--- config.mk ---
export PLATFORM = sky130hd
export DESIGN_NAME = serial_paralelo_1_8
export DESIGN_NICKNAME = d
export VERILOG_FILES = /design/src/rtl/phy_pkg.sv /design/src/rtl/shift_reg_1_8.sv /design/src/rtl/serial_paralelo_1_8.sv
export SDC_FILE = /design/constraint.sdc
export NUM_CORES = 1
export LEC_CHECK = 0
export BUFFER_PORTS_ARGS = -buffer_cell sky130_fd_sc_hd__buf_4
export CAP_MARGIN = 30
export CORE_ASPECT_RATIO = 1.2
export CORE_MARGIN = 1
export CORE_UTILIZATION = 45
export DETAILED_ROUTE_END_ITERATION = 10
export HOLD_SLACK_MARGIN = 0.15
export PLACE_DENSITY = 0.69
export SLEW_MARGIN = 10
export SYNTH_ARGS = -nofsm -noshare
export SYNTH_HDL_FRONTEND = slang
export SYNTH_SLANG_ARGS = --single-unit
--- constraint.sdc ---
create_clock -name clk_32f -period 3.4 [get_ports clk_32f]
set_input_delay 0.68 -clock clk_32f [delete_from_list [all_inputs] [get_ports clk_32f]]
set_output_delay 0.68 -clock clk_32f [all_outputs]
set_load 0.005 [all_outputs]
--- src/rtl/phy_pkg.sv ---
// Shared definitions for the PCI PHY receive path: COM symbol, alignment
// FSM states and the sizing helper for the aligned-COM counter.
package phy_pkg;

    // Alignment / idle symbol
    localparam logic [7:0]  COM_DEFAULT   = 8'hBC;
    // Consecutive boundary-aligned COMs required before the link is active
    localparam int unsigned N_COM_DEFAULT = 4;

    typedef enum logic [1:0] {
        SEARCH = 2'd0,
        ALIGN  = 2'd1,
        ACTIVE = 2'd2
    } state_t;

    // Width of a counter that must hold 0..n inclusive
    function automatic int unsigned com_cnt_width(input int unsigned n);
        return $clog2(n + 1);
    endfunction

endpackage

--- src/rtl/shift_reg_1_8.sv ---
// Serial input history for the 1->8 receiver. next_byte is the byte that
// ends with the bit currently on data_in (MSB-first line order).
module shift_reg_1_8 (
    input  logic       clk,
    input  logic       reset,
    input  logic       data_in,
    output logic [7:0] next_byte
);

    // Only the seven most recent bits are ever read back, so the oldest
    // stage of the conceptual 8-bit register is not stored.
    logic [6:0] sr;

    assign next_byte = {sr, data_in};

    // Shift one line bit in per clock; reset clears the history
    always_ff @(posedge clk) begin
        if (reset) begin
            sr <= '0;
        end else begin
            sr <= next_byte[6:0];
        end
    end

endmodule

--- src/rtl/serial_paralelo_1_8.sv ---
// Serial-to-parallel receiver: hunts for COM, confirms N_COM aligned COMs,
// then delivers one byte every 8 clocks with valid/strobe flags.
// Optional feature macro: RESYNC_EN (in ACTIVE, a misaligned COM moves the
// byte boundary onto itself).
module serial_paralelo_1_8
    import phy_pkg::*;
#(
    parameter logic [7:0]  COM   = COM_DEFAULT,
    parameter int unsigned N_COM = N_COM_DEFAULT
) (
    input  logic       clk_32f,
    input  logic       reset,
    input  logic       data_in,
    output logic [7:0] data_out,
    output logic       valid_out,
    output logic       byte_stb,
    output logic       active
);

    localparam int unsigned     CW         = com_cnt_width(N_COM);
    localparam logic [CW-1:0]   COM_TARGET = CW'(N_COM);

    logic [7:0]    next_byte;
    state_t        state;
    logic [2:0]    cnt;
    logic [CW-1:0] com_cnt;

    shift_reg_1_8 u_shift_reg (
        .clk       (clk_32f),
        .reset     (reset),
        .data_in   (data_in),
        .next_byte (next_byte)
    );

    // Alignment FSM, bit counter, COM counter and registered outputs
    always_ff @(posedge clk_32f) begin
        if (reset) begin
            state     <= SEARCH;
            cnt       <= '0;
            com_cnt   <= '0;
            data_out  <= '0;
            valid_out <= 1'b0;
            byte_stb  <= 1'b0;
            active    <= 1'b0;
        end else begin
            byte_stb <= 1'b0;
            unique case (state)
                SEARCH: begin
                    if (next_byte == COM) begin
                        cnt     <= '0;
                        com_cnt <= CW'(1);
                        state   <= ALIGN;
                    end
                end

                ALIGN: begin
                    cnt <= cnt + 3'd1;
                    if (cnt == 3'd7) begin
                        if (next_byte == COM) begin
                            if (com_cnt != COM_TARGET) begin
                                com_cnt <= com_cnt + CW'(1);
                            end
                            if (com_cnt + CW'(1) == COM_TARGET) begin
                                state  <= ACTIVE;
                                active <= 1'b1;
                            end
                        end else begin
                            com_cnt <= '0;
                            state   <= SEARCH;
                        end
                    end
                end

                ACTIVE: begin
                    cnt <= cnt + 3'd1;
                    if (cnt == 3'd7) begin
                        data_out  <= next_byte;
                        valid_out <= (next_byte != COM);
                        byte_stb  <= 1'b1;
                    end
`ifdef RESYNC_EN
                    // Misaligned COM: the truncated byte is dropped and the
                    // next boundary lands 8 bits after this COM.
                    else if (next_byte == COM) begin
                        cnt <= '0;
                    end
`endif
                end

                default: begin
                    state <= SEARCH;
                end
            endcase
        end
    end

endmodule

==> metrics.md <==
| Metric | Value |
|---|---|
| CP Class | `flip-flop to flip-flop` |
| Clock latency on the worst-skew pair | `0.32 ns` |
| Post-synthesis cell type count | `34` |
| Post-CTS Resized | `0` |
| Fillers | `265` |
| Die height | `59.0 microns` |
| Die Wd | `49.5 microns` |
| CTS root buffer | `clkbuf_4` |
| Clock transition at path regs | `roughly 0.15 ns` |
| First-pass GRT wire length | `3740 microns` |
| Post-Route WL | `2150 microns` |
| Final hold vios | `0` |
| Avg WL per Cell | `12.2 microns` |
| Via count | `922` |
| Max-slew headroom | `74.2%` |
| Fin nets | `155` |
| Port bufs | `13` |
| Number of DRC markers in iteration 0 | `17` |
| Die area | `around 0.0029 sq mm` |
| Antenna viol nets, final | `0` |
| Ys flop type | `dfxtp_1` |
| RePlAce Congestion | `0.762` |
| Row count | `20` |
| Drt drc | `0` |
| Setup Skew | `between 0.009 and 0.01 ns` |
| Leakage | `0.552 nW` |
| Boundary pin count | `14` |
| Most common cell after layout, fill and taps aside | `dfxtp_1` |
| Cells after synthesis | `between 100 and 150` |
| Hold Path Class | `flip-flop to flip-flop` |
| Largest net degree at the start of global routing | `26` |
| Worst Path Required | `3.63 ns` |
| Layout cell share with drive strength beyond 1 | `between 15 and 20%` |
| Dpl cell area | `0.00133 sq mm` |
| RSZ-0062 raised after global routing | `false` |
| Ys Warns | `0` |
| H-tree Lvls | `1` |
| Crit end category | `flip-flop` |
| Crit-path max FO | `10` |
| Placed insts | `172` |
| Layout Cells excl Fill | `176` |
| Fin. max-slew vios | `0` |
| Dpl ws | `1.58 ns` |
| Max Root-Sink Buffers | `2` |
| Outcome | `finished clean` |
| Yosys reg bits | `26` |
| Asr flop ratio synth | `0%` |
| Synth top area share | `42.7%` |
| Sequential area share after synthesis | `42.7%` |
| 1st-pass router iterations | `4` |
| Number of synthesized flops with an enable pin | `0` |
| Synth top area cells | `dfxtp_1 (43%), ha_1 (8.2%), nand2_1 (6.2%)` |
| Util after Layout | `about 53%` |
| Pwr dens | `350 mW/mm^2` |
| Starting Density | `a little under half` |
| DR vias/cell | `5.24` |
| Vias in the first global route | `between 800 and 900` |
| CTS tree | `done` |
| Global-route usage over all layers | `approximately 17%` |
| Max Fclk | `609 MHz` |
| Post-Syn Area | `0.00122 sq mm` |
| Final cycle utilization of the critical path | `48.3%` |
| Tot Pwr | `about 0.48 mW` |
| Hpwl dp | `around 1500 microns` |
| Max-cap violations | `0` |
| Total grt overflow | `0` |
| Synth Net Count | `144` |
| Clock sinks | `26` |
| Setup Total Neg Slack | `0 ns` |
| Worst EP arrival | `1.87 ns` |
| Area delta synth->final | `11.9%` |
| Hold_ws | `0.471 ns` |
| Final setup margin | `1.76 ns` |
| Most frequent cells in the layout | `dfxtp_1 (26), nand2_1 (20), buf_4 (13)` |
| Avg Cell Area, Syn | `9.17 sq um` |
| Core area | `approximately 0.0026 sq mm` |
| Final worst path period need | `1.64 ns` |
| # diodes | `0` |
| Final Instance Area | `0.00137 sq mm` |
| CTS Hold Bufs | `0` |
| Largest area contributor in the netlist | `dfxtp_1` |
| Slew @ Worst Pin | `0.387 ns` |
| Post-CTS setup buffers | `0` |
| CTS buffer count | `3` |
| Antenna violations before repair | `0` |
| Worst vdd ir | `0.000309 V` |
| Setup violations, final | `0` |
| Type of origin of the critical path | `flip-flop` |
-- per-layer routing --
layer	track usage (%)	up-vias	share of wire, %
met5	0	-	0
met4	8.57	0	0.84
met3	1.54	2	1.6
met2	31.9	7	52
met1	18.0	434	45
li1	-	479	-
-- cell families (layout without fill, tap and decap cells) --
| group | after synthesis | in the layout | share of synthesized area (%) |
|---|---|---|---|
| compound gates | 29 | 29 | 15.4 |
| xor+xnor | 1 | 1 | 0.718 |
| fa+ha+maj | 8 | 8 | 8.21 |
| buf+inv | 14 | 24 | 4.62 |
| flops | 26 | 26 | 42.7 |
| mux | 2 | 2 | 1.64 |
| simple gates | 53 | 53 | 26.8 |
-- cell usage after synthesis (2+ instances only) --
master and number:
dfxtp_1 26, nand2_1 20, a21oi_1 12, nor2b_1 9
ha_1 8, inv_1 7, nor2_1 7, a31oi_1 6
clkbuf_1 4, buf_2 3, and2_1 2, and3_1 2
mux2i_1 2, nand3_1 2, nand4b_1 2, o211ai_1 2
o21ai_0 2
-- area by class of cell --
type	count	area [sq um]	share of cell area, %
sequential	26	520	38.1
tap	33	41.3	3.02
inverter	7	26.3	1.92
timing repair buffer	13	97.6	7.15
clock buffer	4	36.3	2.66
multi-input combinational	93	643	47.1
-- report_power, final --
group	internal, mW	switching (mW)
Clock	0.0655	0.0941
Sequential	0.307	0.00193
Combinational	0.00427	0.00557
-- critical path, stage by stage, from the launching register on --
cell,delay (ns)
dfxtp_1,0.39
inv_1,0.09
ha_1,0.32
nor2b_1,0.18
a31oi_1,0.30
o211ai_1,0.12
and3_1,0.15
-- registers in the layout (all words and copies together) (netlist names) --
name,cells
valid_out,1
active,1
u_shift_reg.sr,7
state,2
com_cnt,3
byte_stb,1
data_out,8
cnt,3
-- final timing paths --
path / from / end / slack (ns) / cells after the start
worst max-delay path: state[0] / com_cnt[0] / 1.76 / 6
worst min-delay path: data_out[4] / data_out[4] / 0.47 / 2
worst max register to register: state[0] / com_cnt[0] / 1.76 / 6
worst min register to register: data_out[4] / data_out[4] / 0.47 / 2
(Power assumes the default switching activity.)
